<file path="src/rtl/fft_input_loader_pkg.sv">
// Shared constants and loader state type for the FFT input loader.
package fft_consts;

  localparam int N     = 16;
  localparam int DW    = 32;
  localparam int LOG2N = $clog2(N);

  typedef enum logic [1:0] {
    ST_LOAD  = 2'd0,
    ST_DRAIN = 2'd1,
    ST_HOLD  = 2'd2
  } ld_state_e;

endpackage

</file>
<file path="src/rtl/fft_input_loader_bitrev.sv">
// Combinational index mapper: bit-reversed when REVERSE=1, pass-through otherwise.
module fft_bitrev #(
  parameter int W       = 4,
  parameter bit REVERSE = 1'b1
) (
  input  logic [W-1:0] idx_i,
  output logic [W-1:0] rev_o
);

  if (REVERSE) begin : g_rev
    for (genvar b = 0; b < W; b++) begin : g_bit
      assign rev_o[b] = idx_i[W-1-b];
    end
  end else begin : g_pass
    assign rev_o = idx_i;
  end

endmodule

</file>
<file path="src/rtl/fft_input_loader.sv">
// Streams one frame of samples into port A of the FFT dual-port RAM, then holds it until frame_ack.
// Define FFT_LOADER_BITREV_EN for bit-reversed (DIT) write addresses; natural order otherwise.
module fft_input_loader
  import fft_consts::*;
#(
  parameter int N_PTS  = N,
  parameter int DATA_W = DW
) (
  input  logic                       clk,
  input  logic                       rst_n,
  input  logic                       s_valid,
  input  logic [DATA_W-1:0]          s_data,
  input  logic                       s_last,
  output logic                       s_ready,
  output logic                       ram_ena,
  output logic                       ram_wea,
  output logic [$clog2(N_PTS)-1:0]   ram_addr,
  output logic [DATA_W-1:0]          ram_din,
  output logic                       frame_ready,
  input  logic                       frame_ack,
  output logic                       frame_err,
  output logic [7:0]                 frame_cnt
);

  localparam int AW = $clog2(N_PTS);

`ifdef FFT_LOADER_BITREV_EN
  localparam bit BITREV = 1'b1;
`else
  localparam bit BITREV = 1'b0;
`endif

  ld_state_e         state_q, state_d;
  logic              armed_q;
  logic [AW-1:0]     idx_q, idx_d;
  logic              wr_q;
  logic [AW-1:0]     addr_q;
  logic [DATA_W-1:0] din_q;
  logic              fr_q, fr_d;
  logic              err_q, err_d;
  logic [7:0]        cnt_q, cnt_d;

  logic              accept;
  logic              at_end;
  logic [AW-1:0]     map_idx;

  fft_bitrev #(
    .W       (AW),
    .REVERSE (BITREV)
  ) u_map (
    .idx_i (idx_q),
    .rev_o (map_idx)
  );

  assign at_end = (idx_q == AW'(N_PTS - 1));

  always_ff @(posedge clk or negedge rst_n) begin
    if (!rst_n) begin
      state_q <= ST_LOAD;
    end else begin
      state_q <= state_d;
    end
  end

  always_comb begin
    state_d = state_q;
    case (state_q)
      ST_LOAD:  if (accept && at_end) state_d = ST_DRAIN;
      ST_DRAIN: state_d = ST_HOLD;
      ST_HOLD:  if (frame_ack) state_d = ST_LOAD;
      default:  state_d = ST_LOAD;
    endcase
  end

  // armed_q keeps s_ready low until the first edge after reset release.
  always_comb begin
    s_ready = armed_q && (state_q == ST_LOAD);
    accept  = s_valid && s_ready;
  end

  always_comb begin
    idx_d = idx_q;
    if (accept) begin
      idx_d = (at_end || s_last) ? '0 : idx_q + AW'(1);
    end
    // Early last and missing last are both a mismatch between s_last and the frame end.
    err_d = accept && (s_last != at_end);
    fr_d  = fr_q;
    if (state_q == ST_DRAIN) begin
      fr_d = 1'b1;
    end else if ((state_q == ST_HOLD) && frame_ack) begin
      fr_d = 1'b0;
    end
    cnt_d = (state_q == ST_DRAIN) ? cnt_q + 8'd1 : cnt_q;
  end

  always_ff @(posedge clk or negedge rst_n) begin
    if (!rst_n) begin
      armed_q <= 1'b0;
      idx_q   <= '0;
      wr_q    <= 1'b0;
      addr_q  <= '0;
      din_q   <= '0;
      fr_q    <= 1'b0;
      err_q   <= 1'b0;
      cnt_q   <= '0;
    end else begin
      armed_q <= 1'b1;
      idx_q   <= idx_d;
      wr_q    <= accept;
      if (accept) begin
        addr_q <= map_idx;
        din_q  <= s_data;
      end
      fr_q    <= fr_d;
      err_q   <= err_d;
      cnt_q   <= cnt_d;
    end
  end

  assign ram_ena     = wr_q;
  assign ram_wea     = wr_q;
  assign ram_addr    = addr_q;
  assign ram_din     = din_q;
  assign frame_ready = fr_q;
  assign frame_err   = err_q;
  assign frame_cnt   = cnt_q;

endmodule

</file>
<file path="config.mk">
export PLATFORM = sky130hd
export DESIGN_NAME = fft_input_loader
export DESIGN_NICKNAME = d
export VERILOG_FILES = /design/src/rtl/fft_input_loader_pkg.sv /design/src/rtl/fft_input_loader_bitrev.sv /design/src/rtl/fft_input_loader.sv
export SDC_FILE = /design/constraint.sdc
export NUM_CORES = 1
export LEC_CHECK = 0
export CORE_MARGIN = 2
export CORE_UTILIZATION = 65
export CTS_BUF_LIST = sky130_fd_sc_hd__clkbuf_8
export CTS_CLUSTER_DIAMETER = 150
export DETAILED_ROUTE_END_ITERATION = 16
export DONT_BUFFER_PORTS = 1
export HOLD_SLACK_MARGIN = 0.03
export MAX_ROUTING_LAYER = met4
export PLACE_DENSITY = 0.84
export SETUP_SLACK_MARGIN = 0.3
export SYNTH_ARGS = -nofsm -noshare
export SYNTH_HDL_FRONTEND = slang
export SYNTH_SLANG_ARGS = --single-unit
</file>
<file path="constraint.sdc">
create_clock -name clk -period 1.5 [get_ports clk]
set_input_delay 0.3 -clock clk [delete_from_list [all_inputs] [get_ports clk]]
set_output_delay 0.3 -clock clk [all_outputs]
set_load 0.1 [all_outputs]
</file>
==> impl_metrics.env, run 1 <==
export IMPL_status="aborted with a tool error"
export IMPL_failing_step="4_1_cts"
export IMPL_first_error="[ERROR DPL-0038] Utilization greater than 100%, impossible to legalize"
export IMPL_synth_area_um2=2141
export IMPL_ios=86
export IMPL_htreeDepth=2
export IMPL_dp_cells=307
export IMPL_synth_distinct_cells=29
export IMPL_cts_root_buf="clkbuf_8"
export IMPL_cts_buffers=5
export IMPL_ys_seq_elements=54
export IMPL_syn_inst=221
export IMPL_die_y_um=61.39
export IMPL_gp_congestion=0.8135
export IMPL_die_x_um=61.39
export IMPL_synth_warnings=0
export IMPL_post_cts_buffers=23
export IMPL_cts_resized=212
export IMPL_clock_sinks=54
export IMPL_ctsLongestPathBuffers=2
export IMPL_yosysSeqAreaShare=0.6312
export IMPL_numPortBuffers=0
export IMPL_syn_num_nets=261
export IMPL_dp_hpwl_um=3489
export IMPL_num_rows=20
export IMPL_synth_avg_cell_area_um2=9.687
export IMPL_start_util=0.6899
-- Yosys cell counts (all sizes together) --
cell     count  share of area
clkinv       1         0.0023
nor3b        1         0.0035
o31ai        1         0.0058
clkbuf       1         0.0018
nand2      114           0.20
inv          2         0.0035
conb         1         0.0018
nand4bb      1         0.0053
dfrtp       54           0.63
o21ai        4         0.0094
nand4        4          0.012
nor2         3         0.0053
and4b        1         0.0047
ha           3          0.018
and2         2         0.0058
xor2         1         0.0041
a22oi        1         0.0035
nor2b        2         0.0058
and3         1         0.0029
mux2         1         0.0053
a21o         1         0.0035
a21oi        1         0.0023
buf         10          0.027
xnor2        6          0.025
nand3        3         0.0070
nand2b       1         0.0029
-- stage by stage --
| step | setup WS, ps | cell area (um2) |
|---|---|---|
| 2_1_floorplan | -87.43 | 2220 |
| 3_5_place_dp | 33.15 | 2674 |
| 3_3_place_gp | 158.0 | 2674 |
-- logic make-up after synthesis --
group,Yosys count,synth area share
AOI/OAI and AO/OA,8,0.02455
buffers and inverters,14,0.03507
adders and majority gates,3,0.01754
muxes,1,0.005260
xor gates and xnor gates,7,0.02864
other,1,0.001752
and+or+nand+nor,133,0.2560
DFF,54,0.6312
==> inputs of run 2 (changes only) <==
- CORE_UTILIZATION: 65 -> 40
- CTS_BUF_LIST: sky130_fd_sc_hd__clkbuf_8 -> default
- CTS_CLUSTER_DIAMETER: 150 -> default
- HOLD_SLACK_MARGIN: 0.03 -> default
- MAX_ROUTING_LAYER: met4 -> default
- PLACE_DENSITY: 0.84 -> default
- PLACE_DENSITY_LB_ADDON: default -> 0.15
- SETUP_SLACK_MARGIN: 0.3 -> default
==> impl_metrics.env, run 2 <==
export IMPL_dr_pass1_iters=4
export IMPL_ys_top_cells_by_count="113 x nand2_1, 54 x dfrtp_1, 8 x buf_2"
export IMPL_num_rows=26
export IMPL_ys_seq_elements=54
export IMPL_whs_ps=-317.6
export IMPL_nets=318
export IMPL_cts_tree="done"
export IMPL_clkTransAtPathRegs_ps=90
export IMPL_cpPeakStageDelay_ps=410
export IMPL_synth_edf_count=0
export IMPL_drt_total_wl_um=4176
export IMPL_arrival_ps=1270
export IMPL_yosysSeqAreaShare=0.6312
export IMPL_power_leakage_nw=1.503
export IMPL_grt_pass1_wl_um=7452
export IMPL_grt_usage=0.1573
export IMPL_gp_congestion=0.7844
export IMPL_status="finished, violations left"
export IMPL_cp_startpoint="state_q[0]"
export IMPL_cellPowerDensity_nw_per_um2=1437
export IMPL_die_y_um=77.16
export IMPL_yosysTopAreaCell="dfrtp_1"
export IMPL_power_mw=4.021
export IMPL_routedWlPerCell_um=11.97
export IMPL_clock_fmax_ghz=0.6353
export IMPL_cts_buffers=5
export IMPL_clock_sinks=54
export IMPL_fin_crit_sh=1.049
export IMPL_drv_cap=0
export IMPL_setup_violations=1
export IMPL_die_x_um=77.16
export IMPL_fill_cells=496
export IMPL_numPortBuffers=0
export IMPL_coreArea_um2=5140
export IMPL_ant_nets=0
export IMPL_required_ps=1200
export IMPL_crit_path_end_kind="output port"
export IMPL_worst_slack_ps=-73.97
export IMPL_async_flop_share=1.000
export IMPL_violations="negative hold slack, negative setup slack"
export IMPL_initialDrtViolationCount=67
export IMPL_drive_gt1_frac=0.3011
export IMPL_hold_viol_final=54
export IMPL_synth_ff_type="dfrtp_1"
export IMPL_fp_dieArea_um2=5953
export IMPL_drcViolationCount=0
export IMPL_syn_inst=221
export IMPL_ctsLongestPathBuffers=2
export IMPL_grt_pass1_vias=1617
export IMPL_avgViaCountPerCell=4.470
export IMPL_layout_common_cells="113 x nand2_1, 56 x buf_4, 47 x dfrtp_1"
export IMPL_largest_register_ffs=32
export IMPL_overflow=0
export IMPL_vias=1560
export IMPL_startpoint_type="flip-flop"
export IMPL_setup_worst_path_end="s_ready"
export IMPL_synth_avg_cell_area_um2=9.687
export IMPL_path_cells="buf_6 > nor3b_4 > buf_12"
export IMPL_clock_skew_ps=4.014
export IMPL_final_common_cell="nand2_1"
export IMPL_reg2reg_depth=6
export IMPL_cp_max_fo=2
export IMPL_period_needed_ps=1574
export IMPL_grt_start_max_net_pins=55
export IMPL_hold_class="in -> async"
export IMPL_vdd_ir_drop_worst_uv=657.0
export IMPL_synth_area_um2=2141
export IMPL_r2r_end="idx_q[3]"
export IMPL_htreeDepth=2
export IMPL_insertion_delay_ps=300
export IMPL_area_delta_synth_final_pct=30.68
export IMPL_multi_input_area_um2=752.0
export IMPL_start_util=0.4165
export IMPL_rsz0062_at_grt="true"
export IMPL_r2r_slack_ps=110
export IMPL_dp_hpwl_um=2888
export IMPL_synth_top_area_share=0.6312
export IMPL_critPathSlowestCell="dfrtp_1"
export IMPL_synth_warnings=0
export IMPL_syn_num_nets=261
export IMPL_yosysMostFrequentCell="nand2_1"
export IMPL_path_class="reg -> out"
export IMPL_synth_area_top_cells="dfrtp_1 63%, nand2_1 20%, xnor2_1 2.5%"
export IMPL_synth_distinct_cells=29
export IMPL_drv_slew=0
export IMPL_seq_area_um2=1360
export IMPL_grt_antenna_before_repair=0
export IMPL_num_antenna_cells=0
export IMPL_ios=86
export IMPL_worstReg2RegStart="idx_q[0]"
export IMPL_cts_root_buf="clkbuf_8"
## run 2: cells by family after synthesis
| kind of cell | after synthesis | share of synthesized area |
|---|---|---|
| xor gates and xnor gates | 7 | 0.02864 |
| other | 1 | 0.001752 |
| adders and majority gates | 3 | 0.01754 |
| buffers and inverters | 14 | 0.03507 |
| DFF | 54 | 0.6312 |
| AOI/OAI and AO/OA | 8 | 0.02455 |
| muxes | 1 | 0.005260 |
| and+or+nand+nor | 133 | 0.2560 |
## run 2: area by class of cell
type / count / share of cell area
clock buffers: 7 / 0.03086
repair buffers: 61 / 0.1767
multi-input cells: 153 / 0.2688
flip-flops and latches: 54 / 0.4861
inverters: 3 / 0.004472
well taps: 70 / 0.03131
clock inverters: 1 / 0.001789
## run 2: layer usage
metal  track usage  part of all wire
met5             0                 0
met4       0.04464            0.0081
met3       0.04824             0.069
met2        0.2478              0.45
met1        0.2105              0.47
## run 2: per-stage QoR
step | setup slack (ps) | TNS, ps | instances | cell area (um2) | util
floorplan | -87.43 | -87.43 | 221 | 2161 | -
detailed placement | 30.18 | 0 | 339 | 2659 | 0.5173
global route | -123.0 | -126.0 | 349 | 2798 | 0.5443
global placement | 112.9 | 0 | 339 | 2659 | 0.5173
CTS | -81.55 | -82.23 | 349 | 2776 | 0.5402
finish | -73.97 | -73.97 | 349 | 2798 | 0.5443
## run 2: report_power, final
| group | leakage (nW) | switching (mW) | internal (mW) |
|---|---|---|---|
| Clock | 0.0482 | 0.439 | 0.373 |
| Combinational | 0.781 | 1.25 | 0.299 |
| Sequential | 0.674 | 0.0549 | 1.61 |
| Total | 1.50 | 1.74 | 2.28 |
## run 2: timing repair
action / 4_1_cts / 5_1_grt
setup buffers: 2 / 0
gates resized for setup: 3 / 4
pin swaps: 1 / 0
cloned: 0 / 0
setup endpoints to repair: 1 / 42
endpoints found under the hold margin: 54 / 54
## run 2: worst max-delay path, delay by kind of cell, from the launching register on
kind,cells,cell delay (ps)
DFF,1,410
and+or+nand+nor,1,230
buffers and inverters,2,330
## run 2: how the worst min path moves through the flow
stage / from / endpoint / cells past startpoint
global placement: rst_n / ram_din[13] / 0
floorplan: rst_n / armed_q / 0
finish: rst_n / ram_din[13] / 0
CTS: rst_n / ram_din[13] / 0
detailed placement: rst_n / ram_din[13] / 0
global route: rst_n / ram_din[13] / 0
No activity file was read; power rests on OpenSTA's default activity.
